## config.mk

```make
export PLATFORM = sky130hd
export DESIGN_NAME = sat_counter
export DESIGN_NICKNAME = d
export VERILOG_FILES = /design/src/rtl/lfsr_checker_sat_counter.sv
export SDC_FILE = /design/constraint.sdc
export NUM_CORES = 1
export LEC_CHECK = 0
export CELL_PAD_IN_SITES_DETAIL_PLACEMENT = 1
export CELL_PAD_IN_SITES_GLOBAL_PLACEMENT = 1
export CORE_UTILIZATION = 29
export CTS_CLUSTER_DIAMETER = 200
export DETAILED_ROUTE_END_ITERATION = 8
export MAX_ROUTING_LAYER = met4
export PLACE_DENSITY = 0.7
export SYNTH_ARGS = -nofsm -noshare
export SYNTH_HDL_FRONTEND = slang
export SYNTH_SLANG_ARGS = --single-unit
```

## constraint.sdc

```tcl
create_clock -name clk -period 3.5 [get_ports clk]
set_clock_uncertainty 0.05 [all_clocks]
set_input_delay 0.7 -clock clk [delete_from_list [all_inputs] [get_ports clk]]
set_output_delay 0.7 -clock clk [all_outputs]
set_load 0.02 [all_outputs]
```

## src/rtl/lfsr_checker_sat_counter.sv

```systemverilog
// Saturating up-counter with synchronous clear; clear wins over increment.
// Latency: count reflects inc/clr on the following clock edge.
// Backpressure: none; inc is taken every cycle it is high.
module sat_counter #(
  parameter int WIDTH = 32
) (
  input  logic             clk,
  input  logic             rst_n,
  input  logic             inc,
  input  logic             clr,
  output logic [WIDTH-1:0] count
);

  // Count up until all-ones, then hold; clear has priority
  always_ff @(posedge clk or negedge rst_n) begin
    if (!rst_n) begin
      count <= '0;
    end else if (clr) begin
      count <= '0;
    end else if (inc && (count != {WIDTH{1'b1}})) begin
      count <= count + 1'b1;
    end
  end

endmodule

```

# Word-level counts from Yosys, hierarchy flattened
# Cells that the tools add are included.
# Widths: inputs -> output; s select.
# word_totals
regBits,32
in_bits,4
output_inout_bits,32
elab_cells,7
# classes
add_sub_neg,1
n_eq_ne,1
n_mux,2
reduce_logical,2
# ops
cell,n
$mux 32,2
$add 32x1->32 const B,1
$ne 32x32->1 const B,1
$reduce_bool 2->1,1
$logic_and 1x1->1,1

# Longest topological paths before layout
# logic_depth
word_depth,4
depth_mapped,8
depth_no_buf,6

# Least setup slack after synthesis
# Ideal clock, no wire load.
# synth_timing
path_type,register to register
startpoint,reg count[0]
endpoint,reg count[3]
setup_ns,0.125
arrival_ns,1.950
slack_ns,1.375
path_stages_with_launch,7
n_path_buf,0
period_less_slack_ns,2.125
cell_sequence,dfrtp_1 -> ha_1 -> nand4_1 -> nor4_2 -> a31oi_4 -> and3_4 -> mux2_4
# synth_between
elab_chain_len,3
elab_cells_between_ends,6
classes_between,1 x add/sub; 1 x eq/ne; 2 x mux; 2 x reduce/logical
# synth_lines
item,line,source
"start, declared",11,output logic [WIDTH-1:0] count
"start signal, assigned",21,count <= count + 1'b1;
$add 32x1->32 or $ne 32x32->1 (tied branches),"21, 20",
$mux 32 or $logic_and 1x1->1 (tied branches),20,end else if (inc && (count != {WIDTH{1'b1}})) begin
$mux 32 or $reduce_bool 2->1 (tied branches),-,
# Parallel ways exist; a longest one is shown, timed or not. The select of a mux whose other input is x is not followed.
# A chain may end at the register's enable or synchronous reset.

# Worst setup path after layout
# layout_timing
startpoint,in inc
endpoint,reg count[31]
# layout_between
elab_chain_len,2
# layout_lines
item,line,source
"start, declared",9,"input logic inc,"
$logic_and 1x1->1,20,
$reduce_bool 2->1 (no line),-,
# Every way passes these cells.

==> run_results.csv <==
group,metric,value,unit
critical_path,path_delay_family,"simple AND/OR/NAND/NOR gates",
floorplan,initial_utilization,30.6,%
clocking,postCtsSetupBuffers,0,
critical_path,slowest_stage,"clkdlybuf4s50_1",
layout,seq_area,801,sq um
timing,rsz0062_at_grt,"no",
placed_design,hpwl,3390,microns
layout,area.growth.synth_to_final,29.8,%
job,cap_violations,0,
critical_path,crit_path_end,"count[31]",
clocking,cts.htree.levels,2,
timing,hold_slack,549,ps
critical_path,rrSetupSlack,1000,ps
power_and_ir_drop,pwr-share-clk,48.6,%
route,drc,0,
global_routing,grt_pass1_vias,1665,
clocking,cts.path.max_buffers,2,
critical_path,r2r_cells,6,
layout,reg_top3,"count x32",
timing,period_share,74.9,%
global_routing,antenna_found_initial,0,
worst_hold_path,hold_class,"register to register",
layout,largest-register,"count",
power_and_ir_drop,peakVddDrop,187,uV
layout,diodes,0,
timing,worst_pin_slew,654,ps
clocking,cts_tree,"yes",
logic_synthesis,postSynthAreaPerCell,9.37,sq um
run_status,status,"completed",
clocking,clk_pin_slew_worst_paths,70,ps
power_and_ir_drop,internal_power,0.638,mW
timing,finalMaxSlewViolations,0,
clocking,cts_made_buffers,5,
floorplan,die_h,82.0,microns
critical_path,cp.depth,6,
floorplan,core,6060,sq um
global_routing,grt_max_degree,34,
placed_design,io_buffers,35,
timing,slew_headroom,56.0,%
route,num_vias,1626,
critical_path,worstPathCellList,"clkdlybuf4s50_1, and3_1, nand4_1, a21o_1, nor4_1, mux2_2",
power_and_ir_drop,power_leakage,0.940,nW
floorplan,row_count,28,
logic_synthesis,synthCells,198,
layout,largest_reg_flops,32,
placed_design,globalplace.congestion,0.733,
timing,setup_violations,0,
clocking,hold_buffers,0,
critical_path,startpoint_type,"primary input",
power_and_ir_drop,power_density,337,nW/um^2
logic_synthesis,ys_types,42,
critical_path,rr_startpoint,"count[0]",
layout,layout-drive-gt1-share,11.0,%
logic_synthesis,syn_area,1850,sq um
power_and_ir_drop,p_seq_share,46.3,%
clocking,insertion_delay,290,ps
logic_synthesis,synth-seq-area-share,43.2,%
power_and_ir_drop,switching_share,21.3,%
timing,fmax,382,MHz
power_and_ir_drop,comb_power_share,5.1,%
global_routing,grt_pass1_wl,8160,microns
logic_synthesis,ys_ff_latch,32,
clocking,clockRootBuffer,"clkbuf_8",
critical_path,r2r-end,"count[31]",
clocking,cts-resized-gates,0,
global_routing,grtUsageTotal,16.7,%
critical_path,worst_ep_arrival_time,2740,ps
critical_path,critPathKind,"primary input to register",
global_routing,grt_overflow,0,
logic_synthesis,synth.net_count,203,
floorplan,die_x,82.0,microns
timing,tns,0,ps
logic_synthesis,yosysWarnings,0,
route,firstDrtPassIters,4,
power_and_ir_drop,power.switching,0.173,mW
layout,fillers,705,
critical_path,cp_num_buf_inv,1,
floorplan,dieArea,6720,sq um
clocking,cts_sinks,32,
timing,finalHoldViolations,0,
floorplan,ios,36,
route,routed_wl,4910,microns
critical_path,endpoint_kind,"register",
critical_path,crit_path_start,"inc",
route,wl_per_cell,15.8,microns
route,avgViaCountPerCell,5.23,
critical_path,cpPeakStageDelay,530,ps
layout,multi_input_area,995,sq um
critical_path,crit_fanout,19,
layout,finalNetCount,240,
route,drt_iter0_drc,42,
worst_hold_path,hold_depth,2,
route,postRouteAntennaNets,0,
timing,post-route-min-period,2620,ps
critical_path,required,3620,ps
## cell usage after synthesis (all sizes together)
cell type | n | area share (%)
nor2b | 6 | 2.0
or4 | 3 | 1.2
mux2 | 6 | 3.8
a21o | 3 | 1.2
nand4 | 7 | 2.7
nor2 | 26 | 5.3
nand2b | 2 | 0.67
nor3 | 4 | 1.1
nor4 | 7 | 3.8
buf | 3 | 0.94
nand3b | 1 | 0.41
nand2 | 11 | 2.2
xnor2 | 10 | 4.7
o21ai | 4 | 1.1
mux2i | 1 | 0.54
or3 | 5 | 1.7
o31ai | 3 | 1.2
a41oi | 1 | 0.47
ha | 1 | 0.67
and4 | 1 | 0.47
clkbuf | 4 | 0.81
and3 | 8 | 3.0
and2 | 3 | 1.0
a21oi | 11 | 3.0
dfrtp | 32 | 43
nand3 | 13 | 3.8
inv | 7 | 1.4
o211a | 1 | 0.54
nand4b | 1 | 0.47
and4bb | 1 | 0.67
xor2 | 3 | 1.4
a31oi | 2 | 1.5
a31o | 2 | 0.94
a211oi | 5 | 2.0
## stage by stage
step | cell area (sq um) | total power, mW | utilization [%] | instances | setup WS, ps
detailed placement | 2280 | 0.425 | 37.6 | 303 | 587
finish | 2410 | 0.811 | 39.7 | 311 | 880
global placement | 2280 | 0.424 | 37.6 | 303 | 673
global route | 2410 | 0.843 | 39.7 | 311 | 741
CTS | 2410 | 0.825 | 39.7 | 311 | 887
floorplan | 1850 | 0.401 | - | 198 | 1380
## cells by family after synthesis
kind of cell | Yosys count | share of synthesized area [%]
AND/OR/NAND/NOR | 99 | 30.5
AO/OA/AOI/OAI | 32 | 11.9
flip-flops | 32 | 43.2
buffers and inverters | 14 | 3.17
XOR/XNOR | 13 | 6.14
multiplexers | 7 | 4.39
adder cells (fa/ha/maj) | 1 | 0.675
## power by group through the flow
stage | Clock, mW | Sequential (mW) | Combinational (mW)
final | 0.394 | 0.376 | 0.0410
after global routing | 0.421 | 0.376 | 0.0460
after CTS | 0.407 | 0.376 | 0.0422
after detailed placement | 0 | 0.383 | 0.0423
after global placement | 0 | 0.382 | 0.0412
after floorplan | 0 | 0.385 | 0.0164
## worst min-delay path by stage
stage | startpoint | end
after floorplan | rst_n | count[0]
after detailed placement | count[28] | count[28]
after global routing | count[17] | count[17]
after global placement | count[25] | count[25]
final | count[17] | count[17]
after CTS | count[25] | count[25]
## layer usage
metal  GRT usage (%)  vias up  wire (microns)  part of all wire [%]
li1                -      782               -                     -
met2            26.6       30            2250                    46
met5               -        -               0                     0
met3            3.67        4             144                   2.9
met1            20.6      810            2460                    50
met4            5.79        0              55                   1.1
## layout make-up
class | count | share of cell area, %
Multi-Input combinational cell | 152 | 41.3
Sequential cell | 32 | 33.3
Timing Repair Buffer | 37 | 15.2
Clock buffer | 7 | 4.00
Tap cell | 75 | 3.90
Clock inverter | 1 | 1.25
Inverter | 7 | 1.09
## tightest hold or removal path, delay by kind of cell (launching register included)
kind,cells,cell delay (ps)
flops,1,420
compound gates,2,150
## placed cells by master (no fill, tap or decap), types with 2 or more instances in the layout
cell type        instances
nand4_1                  6
nor3_1                   4
nor4_2                   2
clkbuf_8                 7
mux2_2                   5
a31o_2                   2
nand3_1                 12
clkdlybuf4s50_1         35
a21o_1                   3
dfrtp_1                 32
and3_1                   7
o31ai_1                  3
or4_1                    3
nor4_1                   4
inv_1                    7
xnor2_1                 10
nor2_1                  26
or3_1                    5
a211oi_1                 5
and2_1                   3
buf_4                    2
nor2b_1                  6
xor2_1                   3
a21oi_1                 11
nand2_1                 11
nand2b_1                 2
o21ai_0                  4
No activity file was read; power rests on OpenSTA's default activity.
